File: src/rtl/motor_encoder_reader_pkg.sv
// motor_pkg: shared encoder step type, clock constants and quadrature decode
package motor_pkg;
  typedef enum logic [1:0] {STEP_NONE, STEP_FWD, STEP_REV, STEP_ILLEGAL} step_t;
  localparam int unsigned CLK_HZ = 100_000_000;
  localparam int unsigned DEF_WINDOW_CYCLES = CLK_HZ / 100;
  // forward order is 00->10->11->01->00, so the forward successor of p is {~p[0], p[1]}
  function automatic step_t decode_step(input logic [1:0] p, input logic [1:0] s);
    return (p == s) ? STEP_NONE : (&(p ^ s)) ? STEP_ILLEGAL :
           (s == {~p[0], p[1]}) ? STEP_FWD : STEP_REV;
  endfunction
endpackage

File: src/rtl/motor_encoder_reader_sync.sv
// encoder_sync: N-stage single-bit synchronizer, sync active-low reset to 0
//   clk, rst_n : clock and synchronous active-low reset
//   d_i        : asynchronous input
//   q_o        : synchronized output
module encoder_sync #(
  parameter int N = 2
) (
  input  logic clk,
  input  logic rst_n,
  input  logic d_i,
  output logic q_o
);
  logic [N-1:0] sync_q;
  always_ff @(posedge clk) begin
    if (!rst_n) sync_q <= '0;
    else sync_q <= {sync_q[N-2:0], d_i};
  end
  assign q_o = sync_q[N-1];
endmodule

File: src/rtl/motor_encoder_reader.sv
// motor_encoder_reader: x4 quadrature decode into position, direction, windowed speed and error
//   clk, rst_n        : clock and synchronous active-low reset
//   enc_a, enc_b      : asynchronous encoder pins
//   clear             : zeroes position, speed window and err
//   position          : signed wrapping step count
//   speed/speed_valid : net steps of last window, pulsed on update
//   direction, err    : last valid step direction, sticky illegal-transition flag
module motor_encoder_reader
  import motor_pkg::*;
#(
  parameter int          SYNC_STAGES   = 2,
  parameter int          POS_W         = 16,
  parameter int          SPD_W         = 16,
  parameter int unsigned WINDOW_CYCLES = DEF_WINDOW_CYCLES
) (
  input  logic             clk,
  input  logic             rst_n,
  input  logic             enc_a,
  input  logic             enc_b,
  input  logic             clear,
  output logic [POS_W-1:0] position,
  output logic [SPD_W-1:0] speed,
  output logic             speed_valid,
  output logic             direction,
  output logic             err
);
  localparam int CW = $clog2(WINDOW_CYCLES);
  localparam int PW = $clog2(SYNC_STAGES + 2);
  localparam logic [PW-1:0] PRIME = PW'(SYNC_STAGES + 1);
  localparam logic signed [SPD_W-1:0] SMAX = {1'b0, {(SPD_W-1){1'b1}}};
  logic a_s, b_s;
  logic [1:0] s, p_q;
  logic [PW-1:0] prime_q, prime_d;
  logic [POS_W-1:0] pos_q, pos_d;
  logic signed [SPD_W-1:0] acc_q, acc_d, acc_step, spd_q, spd_d;
  logic [CW-1:0] win_q, win_d;
  logic vld_q, vld_d, dir_q, dir_d, err_q, err_d;
  logic priming, fwd, rev, last;
  step_t st;
  encoder_sync #(.N(SYNC_STAGES)) u_sync_a (.clk(clk), .rst_n(rst_n), .d_i(enc_a), .q_o(a_s));
  encoder_sync #(.N(SYNC_STAGES)) u_sync_b (.clk(clk), .rst_n(rst_n), .d_i(enc_b), .q_o(b_s));
  // priming lets p settle on the real pin state before any step is trusted
  always_comb begin
    s = {a_s, b_s};
    priming = prime_q != PRIME;
    st = priming ? STEP_NONE : decode_step(p_q, s);
    fwd = st == STEP_FWD;
    rev = st == STEP_REV;
    last = win_q == CW'(WINDOW_CYCLES - 1);
    acc_step = (fwd && acc_q != SMAX) ? acc_q + SPD_W'(1) :
               (rev && acc_q != -SMAX) ? acc_q - SPD_W'(1) : acc_q;
    prime_d = priming ? prime_q + 1'b1 : prime_q;
    pos_d = clear ? '0 : fwd ? pos_q + 1'b1 : rev ? pos_q - 1'b1 : pos_q;
    acc_d = (clear || last) ? '0 : acc_step;
    win_d = (clear || last) ? '0 : win_q + 1'b1;
    vld_d = last && !clear;
    spd_d = vld_d ? acc_step : spd_q;
    dir_d = clear ? dir_q : fwd ? 1'b1 : rev ? 1'b0 : dir_q;
    err_d = !clear && (err_q || st == STEP_ILLEGAL);
  end
  always_ff @(posedge clk) begin
    if (!rst_n) begin
      p_q <= '0;
      prime_q <= '0;
      pos_q <= '0;
      acc_q <= '0;
      spd_q <= '0;
      win_q <= '0;
      vld_q <= 1'b0;
      dir_q <= 1'b0;
      err_q <= 1'b0;
    end else begin
      p_q <= s;
      prime_q <= prime_d;
      pos_q <= pos_d;
      acc_q <= acc_d;
      spd_q <= spd_d;
      win_q <= win_d;
      vld_q <= vld_d;
      dir_q <= dir_d;
      err_q <= err_d;
    end
  end
  assign position = pos_q;
  assign speed = spd_q;
  assign speed_valid = vld_q;
  assign direction = dir_q;
  assign err = err_q;
endmodule

File: config.mk
export PLATFORM = sky130hd
export DESIGN_NAME = motor_encoder_reader
export DESIGN_NICKNAME = d
export VERILOG_FILES = /design/src/rtl/motor_encoder_reader_pkg.sv /design/src/rtl/motor_encoder_reader_sync.sv /design/src/rtl/motor_encoder_reader.sv
export SDC_FILE = /design/constraint.sdc
export NUM_CORES = 1
export LEC_CHECK = 0
export ABC_AREA = 1
export CAP_MARGIN = 5
export CORE_MARGIN = 2
export CORE_UTILIZATION = 35
export DETAILED_ROUTE_END_ITERATION = 10
export PLACE_DENSITY = 0.52
export SETUP_SLACK_MARGIN = 0.05
export SYNTH_ARGS = -nofsm -noshare
export SYNTH_HDL_FRONTEND = slang
export SYNTH_HIERARCHICAL = 1
export SYNTH_SLANG_ARGS = --single-unit
File: constraint.sdc
create_clock -name clk -period 3.2 [get_ports clk]
set_clock_uncertainty 0.1 [all_clocks]
set_input_delay 0.64 -clock clk [delete_from_list [all_inputs] [get_ports clk]]
set_output_delay 0.64 -clock clk [all_outputs]
set_load 0.005 [all_outputs]
# Word level (Yosys, flattened, before mapping)
# Index checks and enable logic that the tools add are counted.
totals:
  regBits: 79
  in_bits: 5
classes:
  add_sub_neg: 6
  bitwise: 4
  n_mux: 10
  n_reduce_logical: 12
  eq_ne: 9
ops:
  columns: ["operator", "count"]
  rows:
  - ["$mux W16", 4]
  - ["$ne A16 B16 Y1 const B", 2]
  - ["$add A20 B1 Y20 const B", 1]
  - ["$eq A20 B20 Y1 const B", 1]
  - ["$add A16 B1 Y16 const B", 1]
  - ["$add A16 B2 Y16 const B", 1]
  - ["$sub A16 B1 Y16 const B", 1]
  - ["$sub A16 B2 Y16 const B", 1]
  - ["$mux W2", 4]
  - ["$eq A2 B2 Y1", 2]
  - ["$eq A2 B2 Y1 const B", 2]
  - ["$logic_and A1 B1 Y1", 4]
  - ["$reduce_and A2 Y1", 2]
  - ["$reduce_or A2 Y1", 2]
  - ["$not A1 Y1", 3]
  - ["$add A2 B1 Y2 const B", 1]
  - ["$eq A2 B1 Y1 const B", 1]
  - ["$logic_or A1 B1 Y1", 2]
  - ["$mux W1", 2]
  - ["$ne A2 B2 Y1 const B", 1]
  - ["$reduce_bool A2 Y1", 1]
  - ["$xor A2 B2 Y2", 1]
  - ["$logic_not A1 Y1", 1]

# Longest topological paths before layout
# Gate-level depths: netlist (run 1).
logic_depth:
  depth_word: 10
  mapped_depth: 19
  ltp_nobuf: 19

# Cells and area by module
# Netlist (run 1), hierarchy kept.
by_module_without_submodules:
  columns: ["module", "area_each_um2", "cells_per_inst", "seq_area_each_um2", "instances"]
  rows:
  - ["motor_encoder_reader", 4904.7, 772, 1501.4, 1]
  - ["encoder_sync", 55.1, 6, 40.0, 2]

# Least setup slack after synthesis (run 1)
# Ideal clock, no wire load.
synth_path:
  kind: "flip-flop to flip-flop"
  start: "register u_sync_b.sync_q[1]"
  end: "register pos_q[12], in the netlist position[12]"
  period_less_slack_ns: 2.839
  path_stages_with_launch: 15
  t_arrival_ns: 2.623
  required_time_ns: 2.985
  path_slack_ns: 0.361
  n_path_buf: 0
  path_cell_list: "dfxtp_1 xnor2_1 inv_1 or2_2 nand3_1 ha_1 inv_1 ha_1 nand2_1 o21ai_0 nand3_1 nand3_1 nor2_1 o21ai_0 inv_1"
synth_between:
  elab_chain_cells: 7
  elab_cells_between_ends: 12
synth_rtl:
  columns: ["item", "line_no", "rtl"]
  rows:
  - ["start, declared", "motor_encoder_reader_sync.sv:13", "logic [N-1:0] sync_q;"]
  - ["start signal, assigned", "motor_encoder_reader_sync.sv:16", "else sync_q <= {sync_q[N-2:0], d_i};"]
  - ["$eq A2 B2 Y1 or $xor A2 B2 Y2 (tied branches)", "motor_encoder_reader_pkg.sv:9, motor_encoder_reader_pkg.sv:8", null]
  - ["$mux W2 or $reduce_and A2 Y1 (tied branches)", "motor_encoder_reader_pkg.sv:9, motor_encoder_reader_pkg.sv:8", null]
  - ["$mux W2", "motor_encoder_reader_pkg.sv:8", "return (p == s) ? STEP_NONE : (&(p ^ s)) ? STEP_ILLEGAL :"]
  - ["$mux W2 (*)", "motor_encoder_reader_pkg.sv:8", null]
  - ["$mux W2 (*)", "motor_encoder_reader.sv:46", "st = priming ? STEP_NONE : decode_step(p_q, s);"]
  - ["$eq A2 B1 Y1 (*)", "motor_encoder_reader.sv:47", "fwd = st == STEP_FWD;"]
  - ["via fwd", "motor_encoder_reader.sv:38", "logic priming, fwd, rev, last;"]
  - ["$mux W16 or $reduce_bool A2 Y1 (tied branches)", null, null]
  - ["end signal, assigned", "motor_encoder_reader.sv:75", "pos_q <= pos_d;"]
  - ["end, declared", "motor_encoder_reader.sv:34", "logic [POS_W-1:0] pos_q, pos_d;"]
# Mark *: on every way through the listed nets, which the timed path passes. The rest lies on a longest branch.
# A chain may end at the register's enable or synchronous reset.

# Worst setup path in the final report (run 1)
layout_path:
  start: "register u_sync_a.sync_q[1]"
  end: "register pos_q[10], in the netlist position[10]"
layout_between:
  elab_chain_cells: 7
  elab_cells_between_ends: 12
layout_rtl:
  columns: ["item", "line_no"]
  rows:
  - ["start, declared", "motor_encoder_reader_sync.sv:13"]
  - ["start signal, assigned", "motor_encoder_reader_sync.sv:16"]
  - ["$eq A2 B2 Y1 or $xor A2 B2 Y2 (tied branches)", "motor_encoder_reader_pkg.sv:9, motor_encoder_reader_pkg.sv:8"]
  - ["$mux W2 or $reduce_and A2 Y1 (tied branches)", "motor_encoder_reader_pkg.sv:9, motor_encoder_reader_pkg.sv:8"]
  - ["$mux W2", "motor_encoder_reader_pkg.sv:8"]
  - ["$mux W2 (*)", "motor_encoder_reader_pkg.sv:8"]
  - ["$mux W2 (*)", "motor_encoder_reader.sv:46"]
  - ["$eq A2 B1 Y1 (*)", "motor_encoder_reader.sv:47"]
  - ["via fwd", "motor_encoder_reader.sv:38"]
  - ["$mux W16 or $reduce_bool A2 Y1 (tied branches)", null]
# Marks and branches as above.

==> flow_summary.toml, run 1 <==
[power_and_ir_drop]
p_per_area_nw_per_um2 = 431
ir_drop_uv = 216
leakagePower_nw = 2.80

[cts]
cts_buffers = 9
cts_tree = "built"
h-tree-depth = 3
clk_latency_ns = 0.35
cts.path.max_buffers = 2
cts-root-buf = "clkbuf_16"
clk_pin_slew_ns = 0.06
clock_sinks = 79

[placed_design]
buffer_ports.inserted = 39
dp_hpwl_mm = 9.44
gp_congestion = 0.945
place_inst = 989
post-place-ws_ns = 0.0792
postPlaceCellArea_sq_um = 5570

[timing]
fmax_mhz = 341
fin_crit_sh_pct = 91.7
relSlewSlack_pct = 54.0
tightest_slew_ns = 0.689
rsz0062_at_grt = "yes"
setup_violations = 0
tns_ns = 0
timing_hold_violations_final = 0
slew_viol_final = 0
period_needed_ns = 2.93
final.setup.worst_slack_ns = 0.265

[global_routing]
use_met2_pct = 30.2
grt_pass1_wl_mm = 21.9
antenna_found_initial = 0
grt_max_degree = 33
grtUsageTotal_pct = 18.4
grt_pass1_vias = 4546
use_met1_pct = 23.2
grt.busiest_layer = "met2"
grt_overflow = 0
use_met3_pct = 4.49

[synth]
synth_edf_count = 0
ys_async_sr_fraction_pct = 0
synthCells = 784
ys_types = 34
ys_seq_area_share_pct = 31.5
synth-main-ff-cell = "dfxtp_1"
syn-mean-instance-area_sq_um = 6.40
synth_area_leaders = "dfxtp_1 (32%), nand2_1 (17%), nor2_1 (8.1%), inv_1 (7.7%), ha_1 (6.0%)"
yosys_warnings = 6
synth_most_common_cell = "nand2_1"
yosys_register_bits = 79
syn_area_sq_um = 5010
yosys-top-cells-count = "nand2_1 (226), nor2_1 (108), inv_1 (103), dfxtp_1 (79), nand3_1 (46)"
syn-num-nets = 814
yosysTopAreaCell = "dfxtp_1"
synth_top_area_share_pct = 31.5

[floorplan]
die-area_sq_um = 15300
num_rows = 43
io_pins = 40
die_w_um = 124
initial_core_util_pct = 36.0
die_y_um = 124
core_area_sq_um = 13900

[run]
cap_violations = 0

[run_status]
status = "finished clean"

[final_layout]
final_nets = 851
multi_input_area_sq_um = 2940
regArea_sq_um = 1580
stdcell_count = 1006
drive_gt1_share_pct = 5.21
area_delta_synth_final_pct = 18.3
fill_cells = 1451
n_antenna_cell = 0
final_area_sq_um = 5930

[detailed_routing]
drt_iter0_markers = 331
routed_wl_mm = 12.9
vias = 4814
antenna_left = 0
via_per_inst = 4.79
wl_per_cell_um = 12.8
drc_errors = 0
first_pass_iters = 5

[setup_path]
crit_chain = "xor2_1 -> or2_2 -> nand3_1 -> ha_2 -> clkinvlp_4 -> buf_12 -> ha_1 -> nand2_1 -> o21ai_1 -> nand2_1 -> nand3_1 -> o21ai_0 -> o21ai_0 -> inv_1"
critPathMaxStageDelay_ns = 0.35
endpoint_kind = "flop"
cp_max_fo = 16
crit_required_ns = 3.34
r2r_cells = 14
critPathKind = "reg -> reg"
worstSetupStartpointType = "flop"
crit_arrival_ns = 3.08
worst_path_max_delay_cell = "dfxtp_1"

[min_path]
min_path_type = "reg -> reg"
hold_depth = 2
[sequential cells by signal (all words and copies together) (netlist names)]
register,count
acc_q,16
direction,1
err,1
p_q,2
position,16
prime_q,2
speed,16
speed_valid,1
u_sync_a/sync_q,2
u_sync_b/sync_q,2
win_q,20
[cell type report]
cell class | count | share of cell area [%]
repair buffers | 47 | 7.80
clock buffers | 11 | 4.09
inverters | 104 | 6.64
flip-flops and latches | 79 | 26.7
multi-input cells | 580 | 49.6
clock inverters | 5 | 1.37
well taps | 180 | 3.80
[layer usage]
layer  part of all wire [%]  up-vias
met5                      0        -
met4                    1.9        0
met3                    3.2       15
met2                     47       72
met1                     48     2181
li1                       -     2546
[report_power, final]
part | internal (W) | switching [W]
registers | 0.00101 | 0.0000216
clock network | 0.000705 | 0.000425
logic | 0.000153 | 0.000249
[stage by stage]
stage	utilization [%]	hold slack [ns]	total power [W]
detailed placement	39.9	0.297	0.00144
floorplan	-	0.290	0.00135
finish	42.6	0.311	0.00256
global placement	39.9	0.320	0.00144
global route	42.6	0.351	0.00271
CTS	42.3	0.314	0.00259
[critical path: cells and delay by family, from the launching register on]
| family | cells | cell delay, ns |
|---|---|---|
| AO/OA/AOI/OAI | 3 | 0.57 |
| XOR/XNOR | 1 | 0.18 |
| adder cells (fa/ha/maj) | 2 | 0.57 |
| buffers and inverters | 3 | 0.33 |
| flip-flops | 1 | 0.35 |
| AND/OR/NAND/NOR | 5 | 0.72 |
[timing repair]
action                     CTS  global route
setup endpoints to repair    1            11
gates cloned                 0             0
hold buffers                 0             0
buffers inserted             0             1
gates resized for setup      1             9
[cell usage in the layout (no fill, tap or decap), drive strengths merged]
cell type / n
a21boi: 1
a21o: 2
a21oi: 43
a31oi: 1
and2: 1
and3: 1
and3b: 1
buf: 8
bufinv: 2
clkbuf: 11
clkdlybuf4s50: 39
clkinv: 2
clkinvlp: 2
dfxtp: 79
fa: 1
ha: 24
inv: 103
nand2: 229
nand3: 46
nand3b: 2
nand4: 11
nor2: 113
nor3: 14
nor3b: 2
o21a: 15
o21ai: 33
o21bai: 4
or2: 2
xnor2: 7
xor2: 27
[cell families after synthesis]
family	after synthesis	share of synthesized area [%]
AND/OR/NAND/NOR	422	34.7
adder cells (fa/ha/maj)	25	6.39
flip-flops	79	31.5
AO/OA/AOI/OAI	99	11.3
XOR/XNOR	34	5.94
buffers and inverters	125	10.1
[final timing paths]
check / start / endpoint / slack [ns]
setup / recovery: u_sync_a/sync_q[1] / position[10] / 0.27
hold / removal: u_sync_b/sync_q[0] / u_sync_b/sync_q[1] / 0.31
setup reg to reg: u_sync_a/sync_q[1] / position[10] / 0.27
hold reg to reg: u_sync_b/sync_q[0] / u_sync_b/sync_q[1] / 0.31
(Power assumes the default switching activity.)
==> inputs of run 2 (changes only) <==
- CTS_CLUSTER_SIZE: default -> 14
==> results of run 2 <==
Final layout, timing and power as in run 1 (identical DEF).
==> inputs of run 3 (changes only) <==
- HOLD_SLACK_MARGIN: default -> 0.02
==> results of run 3 <==
Final layout, timing and power as in run 1 (identical DEF).
